==> src/rtl/viterbi_chan_inj.sv <==
// viterbi_chan_inj
// Channel error injector placed between a convolutional encoder and a Viterbi
// decoder. Each valid symbol passes through with a fixed 1-cycle latency. It
// can be corrupted by XOR with err_mask_i in three ways: a periodic burst,
// an LFSR-driven random hit, or both. Injection is confined to a window of
// WORD_LIMIT words after reset.
//
// Ports
//   clk, rst         clock, asynchronous active-low reset
//   mode_i           00 bypass, 01 periodic burst, 10 random, 11 burst|random
//   burst_off_i      burst start position within the 2**PER_LOG2 word period
//   burst_len_i      burst length in words (clamped to MAX_BURST)
//   err_mask_i       bits flipped in an injected symbol
//   ber_thr_i        random hit when lfsr[7:0] < ber_thr_i
//   valid_i, sym_i   input symbol stream
//   valid_o, sym_o   output symbol stream (1-cycle latency)
//   err_o            sym_o carries at least one flipped bit
//   word_ct_o        valid words accepted (saturating)
//   inj_sym_ct_o     corrupted symbols (saturating)
//   inj_bit_ct_o     flipped bits (saturating)
//   busy_o           burst FSM in BURST
module viterbi_chan_inj #(
    parameter int          SYM_W      = 2,
    parameter int          PER_LOG2   = 4,
    parameter int          MAX_BURST  = 4,
    parameter int          WORD_LIMIT = 256,
    parameter logic [15:0] LFSR_SEED  = 16'hACE1
) (
    input  logic                             clk,
    input  logic                             rst,
    input  logic [1:0]                       mode_i,
    input  logic [PER_LOG2-1:0]              burst_off_i,
    input  logic [$clog2(MAX_BURST+1)-1:0]   burst_len_i,
    input  logic [SYM_W-1:0]                 err_mask_i,
    input  logic [7:0]                       ber_thr_i,
    input  logic                             valid_i,
    input  logic [SYM_W-1:0]                 sym_i,
    output logic                             valid_o,
    output logic [SYM_W-1:0]                 sym_o,
    output logic                             err_o,
    output logic [31:0]                      word_ct_o,
    output logic [31:0]                      inj_sym_ct_o,
    output logic [31:0]                      inj_bit_ct_o,
    output logic                             busy_o
);

    localparam int LW = $clog2(MAX_BURST+1);

    typedef enum logic [1:0] {IDLE, BURST, DONE} state_t;

    state_t            state_q, state_d;
    logic [LW-1:0]     rem_q, rem_d;
    logic [15:0]       lfsr_q, lfsr_d;
    logic [31:0]       word_ct_q, word_ct_d;
    logic [31:0]       inj_sym_q, inj_sym_d;
    logic [31:0]       inj_bit_q, inj_bit_d;
    logic              valid_q;
    logic [SYM_W-1:0]  sym_q;
    logic              err_q;

    logic              win_open;
    logic [LW-1:0]     len_eff;
    logic              pos_hit;
    logic              burst_hit;
    logic              rand_hit;
    logic              inject;
    logic              err_d;
    logic [31:0]       pop;
    logic [32:0]       bit_sum;

    // Window is judged on the count before this word is added.
    assign win_open = (WORD_LIMIT == 0) || (word_ct_q < 32'(WORD_LIMIT));
    assign len_eff  = (burst_len_i > LW'(MAX_BURST)) ? LW'(MAX_BURST) : burst_len_i;
    assign pos_hit  = (word_ct_q[PER_LOG2-1:0] == burst_off_i);

    // Burst FSM. Every transition is qualified by valid_i, so idle cycles
    // never move the burst along; a closed window parks the FSM in DONE.
    always_comb begin
        state_d   = state_q;
        rem_d     = rem_q;
        burst_hit = 1'b0;
        if (valid_i) begin
            if (!win_open) begin
                state_d = DONE;
                rem_d   = '0;
            end else begin
                case (state_q)
                    IDLE: begin
                        if (mode_i[0] && (len_eff != '0) && pos_hit) begin
                            burst_hit = 1'b1;
                            rem_d     = len_eff - LW'(1);
                            state_d   = (len_eff == LW'(1)) ? IDLE : BURST;
                        end
                    end
                    BURST: begin
                        // Position match is ignored here: no retrigger or extension.
                        if (!mode_i[0]) begin
                            state_d = IDLE;
                            rem_d   = '0;
                        end else begin
                            burst_hit = 1'b1;
                            rem_d     = rem_q - LW'(1);
                            if (rem_q == LW'(1)) state_d = IDLE;
                        end
                    end
                    DONE:    state_d = DONE;
                    default: state_d = IDLE;
                endcase
            end
        end
    end

    // Random path uses the pre-advance LFSR value.
    assign rand_hit = valid_i && mode_i[1] && win_open && (lfsr_q[7:0] < ber_thr_i);
    assign inject   = burst_hit || rand_hit;
    assign err_d    = inject && (|err_mask_i);

    always_comb begin
        pop = '0;
        for (int i = 0; i < SYM_W; i++) pop = pop + 32'(err_mask_i[i]);
    end

    assign bit_sum = {1'b0, inj_bit_q} + {1'b0, pop};

    always_comb begin
        lfsr_d    = lfsr_q;
        word_ct_d = word_ct_q;
        inj_sym_d = inj_sym_q;
        inj_bit_d = inj_bit_q;
        if (valid_i) begin
            // Fibonacci taps 16,14,13,11.
            lfsr_d = {lfsr_q[14:0], lfsr_q[15] ^ lfsr_q[13] ^ lfsr_q[12] ^ lfsr_q[10]};
            if (word_ct_q != 32'hFFFF_FFFF) word_ct_d = word_ct_q + 32'd1;
            if (err_d) begin
                if (inj_sym_q != 32'hFFFF_FFFF) inj_sym_d = inj_sym_q + 32'd1;
                inj_bit_d = bit_sum[32] ? 32'hFFFF_FFFF : bit_sum[31:0];
            end
        end
    end

    always_ff @(posedge clk or negedge rst) begin
        if (!rst) begin
            state_q   <= IDLE;
            rem_q     <= '0;
            lfsr_q    <= LFSR_SEED;
            word_ct_q <= '0;
            inj_sym_q <= '0;
            inj_bit_q <= '0;
            valid_q   <= 1'b0;
            sym_q     <= '0;
            err_q     <= 1'b0;
        end else begin
            state_q   <= state_d;
            rem_q     <= rem_d;
            lfsr_q    <= lfsr_d;
            word_ct_q <= word_ct_d;
            inj_sym_q <= inj_sym_d;
            inj_bit_q <= inj_bit_d;
            valid_q   <= valid_i;
            if (valid_i) begin
                sym_q <= inject ? (sym_i ^ err_mask_i) : sym_i;
                err_q <= err_d;
            end else begin
                err_q <= 1'b0;
            end
        end
    end

    assign valid_o      = valid_q;
    assign sym_o        = sym_q;
    assign err_o        = err_q;
    assign word_ct_o    = word_ct_q;
    assign inj_sym_ct_o = inj_sym_q;
    assign inj_bit_ct_o = inj_bit_q;
    assign busy_o       = (state_q == BURST);

endmodule
==> config.mk <==
export PLATFORM = sky130hd
export DESIGN_NAME = viterbi_chan_inj
export DESIGN_NICKNAME = d
export VERILOG_FILES = /design/src/rtl/viterbi_chan_inj.sv
export SDC_FILE = /design/constraint.sdc
export NUM_CORES = 1
export LEC_CHECK = 0
export ABC_AREA = 1
export BUFFER_PORTS_ARGS = -buffer_cell sky130_fd_sc_hd__buf_2
export CAP_MARGIN = 0
export CORE_UTILIZATION = 59
export CTS_BUF_LIST = sky130_fd_sc_hd__clkbuf_4 sky130_fd_sc_hd__clkbuf_8
export DETAILED_ROUTE_END_ITERATION = 6
export MAX_ROUTING_LAYER = met4
export PLACE_DENSITY = 0.83
export SYNTH_ARGS = -nofsm -noshare
export SYNTH_HDL_FRONTEND = slang
export SYNTH_SLANG_ARGS = --single-unit
==> constraint.sdc <==
create_clock -name clk -period 2.34 [get_ports clk]
set_input_delay 0.351 -clock clk [delete_from_list [all_inputs] [get_ports clk]]
set_output_delay 0.351 -clock clk [all_outputs]
set_load 0.005 [all_outputs]
-- Word-level counts from Yosys, hierarchy flattened
Cells that the tools add are included.
- reduce and logical (&&, ||, !) cells: 15
- mux-type cells: 19
- magnitude comparators: 3
- equal/unequal tests: 10
- bitwise operators: 4
- add/sub/neg operators: 6
- operators by type and width (cell ; count):
    adder 32 x 1 -> 32 bit (second input constant) ; 2
    inequality test 32 bit (second input constant) ; 2
    adder 32 x 2 -> 33 bit ; 1
    < comparator 32 x 9 -> 1 bit (second input constant) ; 1
    2-to-1 mux 32 bit ; 1
    2-to-1 mux 3 bit ; 4
    2-to-1 mux 2 bit ; 5
    AND reduction 3 bit ; 3
    < comparator 8 bit ; 1
    equality test 3 x 1 -> 1 bit (second input constant) ; 2
    logical AND 1 bit ; 6
    2-to-1 mux 1 bit ; 6
    one-hot mux 2 bit (3 select lines) ; 1
    one-hot mux 3 bit (2 select lines) ; 1
    subtractor 3 x 1 -> 3 bit (second input constant) ; 2
    equality test 4 bit ; 1
    inequality test 4 x 3 -> 1 bit (second input constant) ; 1
    AND reduction 2 bit ; 2
    greater-than comparator 3 bit (second input constant) ; 1
    inequality test 3 x 2 -> 1 bit (second input constant) ; 1
    inequality test 3 bit (second input constant) ; 1
    nonzero test 3 bit ; 1
    XOR 1 bit ; 3
    adder 1 x 1 -> 2 bit ; 1
    7 further kinds ; 7
- flip-flop bits (word level): 121
- word-level logic and storage cells: 66
- output and inout bits: 101
- input port bits: 24

-- Longest topological paths before layout
Gate-level depths: netlist of run 1.
- depth after elaboration: 12
- mapped depth: 14
- gate-level depth less buffers: 14

-- Worst setup path after synthesis of run 1
No wires, ideal clock.
- kind: input to register
- start: input port err_mask_i[0]
- end: register inj_bit_q[20] (netlist: inj_bit_ct_o[20])
- setup slack: 0.258 ns
- arrival: 2.005 ns
- path buffers: 1
- setup time: 0.076 ns
- cell stages on the path: 13
- required time: 2.264 ns
- path through: inv_1 > fa_1 > inv_1 > ha_1 > inv_1 > nor3_4 > nand2_2 > nor2_2 > nand2_1 > inv_2 > buf_4 > nor2_1 > o21ai_1
- longest elaborated chain between the ends: 3
- elaborated cells between the ends (all ways): 6
- those cells by class: add/sub: 2; mux: 1; reduce/logical: 3
- ends and longest elaborated chain (what ; line ; RTL):
    start: declaration ; 34 ; input logic [SYM_W-1:0] err_mask_i,
    adder 1 x 1 -> 2 bit or OR reduction 2 bit (tied branches) ; 120, 116 ;
    adder 32 x 2 -> 33 bit or logical AND 1 bit (tied branches) ; 123, 116 ;
    2-to-1 mux 32 bit or AND reduction 2 bit (tied branches) ; - ;
    end signal: assignment ; 158 ; inj_bit_q <= inj_bit_d;
    end: declaration ; 56 ; logic [31:0] inj_bit_q, inj_bit_d;
Several ways; a longest one is shown, not always the timed one.
A chain may end at the register's enable or synchronous reset.

-- Worst setup path in the final report of run 1
- start: register inj_bit_q[0] (netlist: inj_bit_ct_o[0])
- end: register inj_bit_q[26] (netlist: inj_bit_ct_o[26])
- longest elaborated chain between the ends: 2
- ends and longest elaborated chain (what ; line ; RTL):
    adder 32 x 2 -> 33 bit ; 123 ; assign bit_sum = {1'b0, inj_bit_q} + {1'b0, pop};
    2-to-1 mux 32 bit ; 136 ; inj_bit_d = bit_sum[32] ? 32'hFFFF_FFFF : bit_sum[31:0];
Every way passes these cells.

==> results of run 1 <==
-- metal layers --
| layer | vias up | part of all wire [%] | global-route usage (%) |
|---|---|---|---|
| met1 | 3391 | 44 | 40.0 |
| met3 | 41 | 6.4 | 6.38 |
| li1 | 3625 | - | - |
| met5 | - | 0 | - |
| met4 | 0 | 2.0 | 9.06 |
| met2 | 303 | 47 | 47.9 |
-- layout make-up --
cell class	count	area [µm²]	area share [%]
inverter	93	354	3.92
clock inverter	8	143	1.58
multi-input combinational	791	4030	44.6
timing repair buffer	154	948	10.5
sequential	121	3040	33.7
tap	172	215	2.38
clock buffer	24	299	3.31
-- power breakdown --
group / internal [mW] / total (mW) / leakage (nW) / switching [mW]
clock network: 1.27 / 2.09 / 0.228 / 0.816
logic: 0.268 / 0.631 / 2.70 / 0.362
registers: 2.27 / 2.43 / 1.59 / 0.166
-- synth_stat cells (2+ instances only) --
cell and instances:
nand2_1 317, buf_4 3, xor2_1 59, nor3_1 45, nand3b_1 5, nor2_2 3, buf_2 6, nor3b_1 3
xnor2_1 26, o22ai_1 2, nor3_2 2, o21ai_0 27, nand2_2 4, nor2_1 136, a21oi_1 4, nand4_1 51
clkbuf_1 8, o21ai_1 33, ha_1 15, buf_6 12, inv_1 86, dfrtp_1 113, nand3_1 46, dfstp_2 8
inv_2 7, nand3_2 3
-- flip-flops by register name (all words and copies together), names as in the netlist --
signal,flops
err_o,1
inj_bit_ct_o,32
inj_sym_ct_o,32
lfsr_q,16
rem_q,3
state_q,2
sym_o,2
valid_o,1
word_ct_o,32
-- final timing paths --
| path | startpoint | endpoint | slack [ns] | depth (start not counted) |
|---|---|---|---|---|
| worst min register to register | lfsr_q[14]$_DFFE_PN0P_ | lfsr_q[14]$_DFFE_PN0P_ | 0.49 | 2 |
| worst max-delay path | inj_bit_ct_o[0]$_DFFE_PN0P_ | inj_bit_ct_o[26]$_DFFE_PN0P_ | 0.1 | 13 |
| worst min-delay path | valid_i | valid_o$_DFF_PN0_ | 0.21 | 1 |
| worst max register to register | inj_bit_ct_o[0]$_DFFE_PN0P_ | inj_bit_ct_o[26]$_DFFE_PN0P_ | 0.1 | 13 |
| max in group asynchronous | rst | lfsr_q[7]$_DFFE_PN1P_ | 1.26 | 3 |
| min in group asynchronous | rst | inj_sym_ct_o[4]$_DFFE_PN0P_ | 0.43 | 2 |
-- cell families (layout without fill, tap and decap cells) --
family / Yosys count / after routing
compound gates: 67 / 67
buf+inv: 122 / 279
simple gates: 623 / 623
xor+xnor: 85 / 85
fa+ha+maj: 16 / 16
flops: 121 / 121
-- stage by stage --
step	std cells	power (mW)	hold WS, ns	setup TNS (ns)	cell area (µm²)
after detailed placement	1324	3.10	0.339	-0.0711	8470
after global routing	1363	5.41	0.189	-0.104	9020
after global placement	1324	3.07	0.340	0	8470
after CTS	1357	5.19	0.179	0	8920
after floorplan	1034	2.81	0.0554	0	7620
final	1363	5.15	0.207	0	9020
-- critical path, cell delays in order (launching register included) --
cell     delay (ns)
dfrtp_1        0.37
inv_1          0.06
fa_2           0.35
inv_2          0.07
ha_2           0.17
inv_1          0.09
nor3_4         0.23
nand2_2        0.13
buf_4          0.16
nor2_2         0.12
nand2_1        0.08
xor2_1         0.14
nor2_1         0.08
o21ai_1        0.06
-- what timing repair did --
item                       4_1_cts  5_1_grt
hold endpoints to repair        31        0
setup endpoints to repair        0       32
resized for setup                0        8
hold buffers                     1        0
buffers inserted                 0        4
==> summary.txt, run 1 <==
Status
  • Status: finished, final reports clean

Floorplanning
  • Core Region: 12600 µm²
  • Die width: 116 µm
  • Initial Utilization: 60.4%
  • IO Count: 125
  • Row Count: 41
  • Die area: 13400 µm²
  • Die Y: 116 µm

Logic synthesis
  • Yosys cell types: 36
  • Area fraction of the dominant cell type after synthesis: 37.1%
  • Post-synth EDFFs: 0
  • Complex-gate fraction of the synthesized area: 4.48%
  • Dominant synthesized flop cell: dfrtp_1
  • Cell Area, Synth: 7620 µm²
  • Mux contribution to synthesized area: 0%
  • Post-synthesis simple-gate area fraction: 35.7%
  • Synth area leader: dfrtp_1
  • Main area contributors after synthesis: dfrtp_1 (37%), nand2_1 (16%), xor2_1 (6.8%)
  • Synth Area in Adders: 2.73%
  • Synth Net Count: 1074
  • Post-synth ARST share: 100%
  • Register bit total from synthesis: 121
  • Syn Area/Cell: 7.37 µm²
  • Synth Warn #: 0
  • Register area share after synthesis: 39.9%
  • Syn Inst Count: 1034
  • Main combinational cell family by area after synthesis: simple AND/OR/NAND/NOR gates
  • Post-synthesis xor/xnor area fraction: 9.77%

Placed design
  • Post-DP HPWL: 13800 µm
  • GPL Wtd Cong: 0.970
  • IO Port Bufs: 124
  • Pre-CTS setup slack: -0.0394 ns

CTS
  • Clock latency on the worst-skew pair: 0.44 ns
  • Buffer depth of the longest clock path: 2
  • CTS tree: done
  • Num CTS Buffers: 17
  • Clk slew on worst S/H paths: 0.07 ns
  • Sink Count: 121
  • Root Driver: clkbuf_8
  • H-tree levels: 4

Pwr
  • Leak: 4.52 nW
  • P per Cell Area: 571 nW/µm²
  • Peak VDD IR: 492 µV

STA
  • Final worst slack: 0.0960 ns
  • Final Skew: 0.00941 ns
  • Fmax: 0.446 GHz
  • Worst-margin pin slew: 0.598 ns
  • Final Cycle Share: 95.9%
  • Crit path time final: 2.24 ns
  • Hold Vio Cnt, Final: 0
  • Slew HR: 59.8%
  • Final slew viol count: 0
  • # setup viols final: 0

Worst setup path
  • Arr. time, crit path: 2.56 ns
  • Crit path required time: 2.66 ns
  • Crit Path Max Fanout: 4
  • WS Path Type: reg2reg
  • Critical Path End Type: flip-flop
  • Startpoint types: flip-flop

Worst hold path
  • Min-Delay Path Class: in2reg

Layout
  • Nets@finish: 1218
  • Layout cell share with drive strength beyond 1: 18.7%
  • Most frequent cells in the layout: nand2_1 (316), nor2_1 (135), buf_2 (123)
  • Final core utilization: 71.5%
  • P&R area growth vs syn: 18.5%
  • Ant. Diodes: 0
  • Most common cell after layout, fill and taps aside: nand2_1
  • Fillers: 1055

Global route
  • Initial antenna violation count: 0
  • GRT Overall Usage: 30.6%
  • Overflow left after global routing: 0
  • Vias in the first global route: 6549
  • Largest net degree at the start of global routing: 65
  • First-pass GRT wire length: 31000 µm

Route
  • ANT nets after route: 0
  • Via density: 5.40
  • Routed len/inst: 14.0 µm
  • Drt first pass iters: 6
  • DRT iter0 DRCs: 703
  • Post-Route WL: 19100 µm
  • Vias: 7360
  • Number of remaining DRC errors: 0

Run
  • Max_cap viols: 0
(Power assumes the default switching activity.)
==> run 2: changes to the inputs <==
--- a/config.mk
+++ b/config.mk
@@ -8,11 +8,10 @@
 export ABC_AREA = 1
 export BUFFER_PORTS_ARGS = -buffer_cell sky130_fd_sc_hd__buf_2
 export CAP_MARGIN = 0
-export CORE_UTILIZATION = 59
-export CTS_BUF_LIST = sky130_fd_sc_hd__clkbuf_4 sky130_fd_sc_hd__clkbuf_8
+export CORE_UTILIZATION = 57
 export DETAILED_ROUTE_END_ITERATION = 6
 export MAX_ROUTING_LAYER = met4
-export PLACE_DENSITY = 0.83
+export PLACE_DENSITY = 0.8
 export SYNTH_ARGS = -nofsm -noshare
 export SYNTH_HDL_FRONTEND = slang
 export SYNTH_SLANG_ARGS = --single-unit
==> summary.txt, run 2 (synthesized netlist as in run 1, its figures left out) <==
Worst setup path
  • Crit path required time: 2.68 ns (+0.02 ns)
  • Crit path from: inj_bit_ct_o[0]$_DFFE_PN0P_
  • Startpoint types: flip-flop
  • Worst Reg-to-Reg Cells: 13 (unchanged)
  • Register-to-register setup slack: 0.20 ns (+0.11 ns)
  • R2r endpoint: inj_bit_ct_o[30]$_DFFE_PN0P_
  • Critical Path Sink: inj_bit_ct_o[30]$_DFFE_PN0P_
  • Reg-to-reg critical path startpoint: inj_bit_ct_o[0]$_DFFE_PN0P_
  • Arr. time, crit path: 2.48 ns (-0.08 ns)
  • Critical Path End Type: flip-flop
  • Crit Path Max Fanout: 18 (+14)
  • WS Path Type: reg2reg

Layout
  • Most common cell after layout, fill and taps aside: nand2_1
  • Non-Filler Instances: 1361 (-0.15%)
  • Fillers: 1099 (+4.2%)
  • P&R area growth vs syn: 19.7%
  • Most frequent cells in the layout: nand2_1 (317), nor2_1 (136), buf_2 (123)
  • Non-Filler Cell Area, Final: 9120 µm² (+1.0%)
  • Ant. Diodes: 0 (unchanged)
  • Nets@finish: 1216 (-0.16%)
  • Layout cell share with drive strength beyond 1: 18.3% (-0.39 points)

CTS
  • Sink Count: 121 (unchanged)
  • Buffer depth of the longest clock path: 2 (unchanged)
  • H-tree levels: 4 (unchanged)
  • Clock latency on the worst-skew pair: 0.42 ns (-0.02 ns)
  • Clk slew on worst S/H paths: 0.06 ns (about the same)
  • Num CTS Buffers: 17 (unchanged)
  • Root Driver: clkbuf_16
  • CTS tree: done
  • Post-CTS setup buffer count: 0 (unchanged)

STA
  • Hold Vio Cnt, Final: 0 (unchanged)
  • Hold Slack: 0.202 ns (-0.00464 ns)
  • Final Skew: 0.00557 ns (-0.00384 ns)
  • Final Cycle Share: 91.3% (-4.6 points)
  • TNS Setup: 0 ns (unchanged)
  • RSZ-0062 raised after global routing: no
  • # setup viols final: 0 (unchanged)
  • Fmax: 0.468 GHz (+5.0%)
  • Worst-margin pin slew: 0.599 ns (+0.000718 ns)
  • Final slew viol count: 0 (unchanged)
  • Slew HR: 60.1% (+0.26 points)
  • Crit path time final: 2.14 ns (-0.107 ns)

Floorplanning
  • Core Region: 12800 µm² (+1.6%)
  • Die Y: 118 µm (+1.7%)
  • Row Count: 41 (unchanged)
  • Die width: 118 µm (+1.7%)
  • Die area: 13800 µm² (+3.4%)
  • Initial Utilization: 59.4% (-0.97 points)
  • IO Count: 125 (unchanged)

Route
  • Vias: 7351 (-0.12%)
  • Via density: 5.40 (about the same)
  • DRT iter0 DRCs: 707 (+0.57%)
  • Routed len/inst: 14.3 µm (+1.9%)
  • Drt first pass iters: 5 (-1)
  • Number of remaining DRC errors: 0 (unchanged)
  • ANT nets after route: 0 (unchanged)
  • Post-Route WL: 19400 µm (+1.7%)

Placed design
  • DP Area: 8490 µm² (+0.21%)
  • Placed Cells incl. Taps: 1328 (+0.30%)
  • GPL Wtd Cong: 0.922 (-4.9%)
  • Post-DP HPWL: 14100 µm (+2.1%)
  • IO Port Bufs: 124 (unchanged)

Worst hold path
  • Min-Delay Path Class: in2reg

Pwr
  • P per Cell Area: 628 nW/µm² (+10%)
  • Switch Pwr: 1.52 mW (+13%)
  • Power Internal: 4.21 mW (+10%)
  • Comb pwr share: 11.0% (-1.2 points)
  • Peak VDD IR: 511 µV (+3.9%)
  • Leak: 4.54 nW (+0.51%)
  • Switching Share: 26.6% (+0.49 points)
  • Clock group share of total power: 46.6% (+6.1 points)
  • Register share of total power: 42.4% (-4.8 points)

Global route
  • Initial antenna violation count: 0 (unchanged)
  • GRT Overall Usage: 30.8% (+0.21 points)
  • First-pass GRT wire length: 33400 µm (+7.7%)
  • Largest net degree at the start of global routing: 65 (unchanged)
  • Vias in the first global route: 6941 (+6.0%)
  • Overflow left after global routing: 0 (unchanged)

Status
  • Status: finished, final reports clean

Run
  • Max_cap viols: 0 (unchanged)
==> run 2: cell count changes in the layout (fill, tap and decap cells not counted), sizes merged <==
cell	before	now
bufinv	4	3
clkinvlp	1	7
inv	92	93
clkbuf	26	17
clkinv	4	5
==> run 2: worst min path at each step <==
stage	start	cells after the start	slack [ns]	endpoint
after floorplan	rst	0	0.06	err_o$_DFF_PN0_
after global placement	rst	1	0.37	word_ct_o[31]$_DFFE_PN0P_
after detailed placement	rst	1	0.39	word_ct_o[30]$_DFFE_PN0P_
after CTS	valid_i	1	0.18	valid_o$_DFF_PN0_
after global routing	valid_i	1	0.19	valid_o$_DFF_PN0_
final	valid_i	1	0.20	valid_o$_DFF_PN0_
==> run 2: cell type report <==
| cell class | count | area (µm²) | area share (%) |
|---|---|---|---|
| multi-input cells | 791 | 4020 | 44.1 |
| flip-flops and latches | 121 | 3040 | 33.3 |
| well taps | 172 | 215 | 2.36 |
| repair buffers | 152 | 893 | 9.80 |
| inverters | 93 | 349 | 3.83 |
| clock inverters | 15 | 179 | 1.96 |
| clock buffers | 17 | 425 | 4.67 |
==> run 2: worst max-delay path, stage by stage, from the launching register on <==
cell and delay (ns):
dfrtp_1 0.38, inv_1 0.07, fa_2 0.36, inv_1 0.09, ha_2 0.19, inv_1 0.08
nor3_4 0.14, nand2_2 0.12, nor2_2 0.11, nand2_1 0.07, inv_2 0.10, buf_12 0.15
nor2_1 0.05, o21ai_1 0.13
==> run 2: metrics by stage <==
| step | setup WS, ns | power [mW] | utilization, % |
|---|---|---|---|
| 4_1_cts | 0.107 | 5.77 | 71.0 |
| 3_3_place_gp | 0.0736 | 3.07 | 66.2 |
| 6_report | 0.203 | 5.73 | 71.1 |
| 3_5_place_dp | 0.0191 | 3.10 | 66.2 |
| 5_1_grt | 0.0192 | 6.00 | 71.1 |
| 2_1_floorplan | 0.258 | 2.81 | - |
==> run 2: timing repair <==
action | 4_1_cts | 5_1_grt
resized for setup | 0 | 4
hold buffers | 1 | 0
hold endpoints to repair | 36 | 0
setup endpoints to repair | 0 | 56
==> run 2: routing by layer <==
layer  share of wire (%)  global-route usage (%)
met3                 5.6                    5.28
met4                 2.5                    11.2
met5                   0                       -
met1                  44                    39.8
met2                  48                    48.7
==> run 2: power by group through the flow <==
stage / Sequential (mW) / Combinational (mW) / Clock (mW)
3_5_place_dp: 2.46 / 0.635 / 0
3_3_place_gp: 2.46 / 0.611 / 0
6_report: 2.43 / 0.632 / 2.67
4_1_cts: 2.43 / 0.642 / 2.70
5_1_grt: 2.45 / 0.734 / 2.81
2_1_floorplan: 2.43 / 0.378 / 0
==> run 3: changes to the inputs <==
--- a/config.mk
+++ b/config.mk
@@ -8,6 +8,7 @@
 export ABC_AREA = 1
 export BUFFER_PORTS_ARGS = -buffer_cell sky130_fd_sc_hd__buf_2
 export CAP_MARGIN = 0
+export CORE_ASPECT_RATIO = 0.75
 export CORE_UTILIZATION = 57
 export DETAILED_ROUTE_END_ITERATION = 6
 export MAX_ROUTING_LAYER = met4
==> summary.txt, run 3 (synthesized netlist as in run 1, its figures left out) <==
Status
  • Status: finished, final reports clean

Route
  • ANT nets after route: 0 (unchanged)
  • Wire length on met2: 8830 µm (-4.9%)
  • Routed len/inst: 14.6 µm (+2.3%)
  • DRT iter0 DRCs: 596 (-16%)
  • Post-Route WL: 19900 µm (+2.4%)
  • Via density: 5.41 (+0.21%)
  • Number of remaining DRC errors: 0 (unchanged)
  • Drt first pass iters: 7 (+2)
  • Max Used Layer: met4
  • Met1 Wirelength: 9460 µm (+11%)
  • Met3 Routed Length: 1290 µm (+18%)
  • Vias: 7372 (+0.29%)

Worst hold path
  • Hold Crit Start: valid_i
  • Min-Delay Path Class: in2reg

CTS
  • Root Driver: clkbuf_16
  • Clock latency on the worst-skew pair: 0.42 ns (about the same)
  • Clk slew on worst S/H paths: 0.06 ns (about the same)
  • CTS tree: done
  • Buffer depth of the longest clock path: 2 (unchanged)
  • H-tree levels: 4 (unchanged)
  • Sink Count: 121 (unchanged)
  • Num CTS Buffers: 17 (unchanged)

Worst setup path
  • Crit path from: inj_bit_ct_o[0]$_DFFE_PN0P_
  • Crit path required time: 2.64 ns (-0.04 ns)
  • Critical Path End Type: flip-flop
  • Reg-to-reg critical path startpoint: inj_bit_ct_o[0]$_DFFE_PN0P_
  • WS Path Type: reg2reg
  • Startpoint types: flip-flop
  • Crit Path Max Fanout: 3 (-15)
  • Arr. time, crit path: 2.56 ns (+0.08 ns)

Pwr
  • Leak: 4.58 nW (+0.91%)
  • Total design power: 5.84 mW (+1.9%)
  • Peak VDD IR: 619 µV (+21%)
  • P per Cell Area: 635 nW/µm² (+1.0%)

Placed design
  • Post-DP HPWL: 13900 µm (-1.5%)
  • IO Port Bufs: 124 (unchanged)
  • DP Area: 8490 µm² (about the same)
  • GPL Wtd Cong: 0.933 (+1.2%)

Floorplanning
  • Die width: 135 µm (+15%)
  • Die Y: 102 µm (-13%)
  • Core Region: 13000 µm² (+1.5%)
  • Row Count: 36 (-12%)
  • Initial Utilization: 58.5% (-0.88 points)
  • IO Count: 125 (unchanged)
  • Die area: 13800 µm² (about the same)

STA
  • Final Cycle Share: 96.7% (+5.4 points)
  • Final Skew: 0.00557 ns (-0.000000390 ns)
  • # setup viols final: 0 (unchanged)
  • Hold Slack: 0.224 ns (+0.0216 ns)
  • Worst-margin pin slew: 0.581 ns (-0.0179 ns)
  • Fmax: 0.442 GHz (-5.5%)
  • Hold Vio Cnt, Final: 0 (unchanged)
  • Slew HR: 61.3% (+1.2 points)
  • Final slew viol count: 0 (unchanged)
  • Crit path time final: 2.26 ns (+0.125 ns)

Global route
  • Vias in the first global route: 6698 (-3.5%)
  • GRT Overall Usage: 31.2% (+0.44 points)
  • Overflow left after global routing: 0 (unchanged)
  • First-pass GRT wire length: 32500 µm (-2.9%)
  • Initial antenna violation count: 0 (unchanged)
  • Largest net degree at the start of global routing: 65 (unchanged)

Layout
  • Final core utilization: 70.6% (-0.44 points)
  • Ant. Diodes: 0 (unchanged)
  • Nets@finish: 1218 (+0.16%)
  • P&R area growth vs syn: 20.7%
  • Layout cell share with drive strength beyond 1: 18.3% (-0.031 points)
  • Non-Filler Cell Area, Final: 9200 µm² (+0.88%)
  • Most common cell after layout, fill and taps aside: nand2_1
  • Fillers: 1072 (-2.5%)
  • Most frequent cells in the layout: nand2_1 (316), nor2_1 (136), buf_2 (123)

Run
  • Max_cap viols: 0 (unchanged)
## run 3: cell count changes in the layout (fill, tap and decap cells not counted), sizes merged
cell / delta
inv: -1
clkbuf: +8
bufinv: +1
clkinv: -1
clkinvlp: -5
## run 3: what timing repair did
action	CTS	global route
resized for setup	0	9
hold buffers	1	0
endpoints found under the hold margin	34	0
endpoints found under the setup margin	0	32
setup buffers	0	2
## run 3: path summary, 6_finish.rpt
path	endpoint	slack (ns)	depth (start not counted)
worst min register to register	sym_o[1]$_DFFE_PN0P_	0.49	2
max in group asynchronous	inj_bit_ct_o[31]$_DFFE_PN0P_	1.20	3
worst max-delay path	inj_bit_ct_o[28]$_DFFE_PN0P_	0.08	13
min in group asynchronous	lfsr_q[4]$_DFFE_PN0P_	0.47	2
worst min-delay path	valid_o$_DFF_PN0_	0.22	1
worst max register to register	inj_bit_ct_o[28]$_DFFE_PN0P_	0.08	13
## run 3: final cells by class
class,count,area [µm²],share of cell area [%]
flip-flops and latches,121,3040,33.0
clock inverters,9,150,1.63
multi-input cells,791,4030,43.9
inverters,93,354,3.85
well taps,171,214,2.33
clock buffers,23,458,4.98
repair buffers,154,948,10.3
## run 3: metrics by stage
step | instances | worst slack (ns) | setup TNS, ns
final | 1362 | 0.0777 | 0
after global placement | 1325 | 0.0160 | 0
after global routing | 1362 | -0.0252 | -0.0402
after detailed placement | 1325 | -0.0371 | -0.168
after floorplan | 1034 | 0.258 | 0
after CTS | 1358 | 0.0296 | 0
## run 3: where the power goes
part | switching, mW | internal (mW) | leakage, nW
Sequential | 0.172 | 2.27 | 1.59
Combinational | 0.366 | 0.271 | 2.70
Clock | 0.955 | 1.80 | 0.291
## run 3: critical path, cell delays in order, from the launching register on
cell,delay [ns]
dfrtp_1,0.35
inv_1,0.09
fa_2,0.41
inv_2,0.09
ha_4,0.14
inv_2,0.05
nor3_4,0.20
buf_4,0.16
nand3_1,0.10
inv_1,0.08
nand2_1,0.08
xor2_1,0.15
nor2_1,0.13
o21ai_1,0.10
## run 3: layer usage
metal | vias up | track usage, %
li1 | 3619 | -
met3 | 28 | 5.95
met2 | 291 | 46.2
met4 | 0 | 10.2
met5 | - | -
met1 | 3434 | 43.1
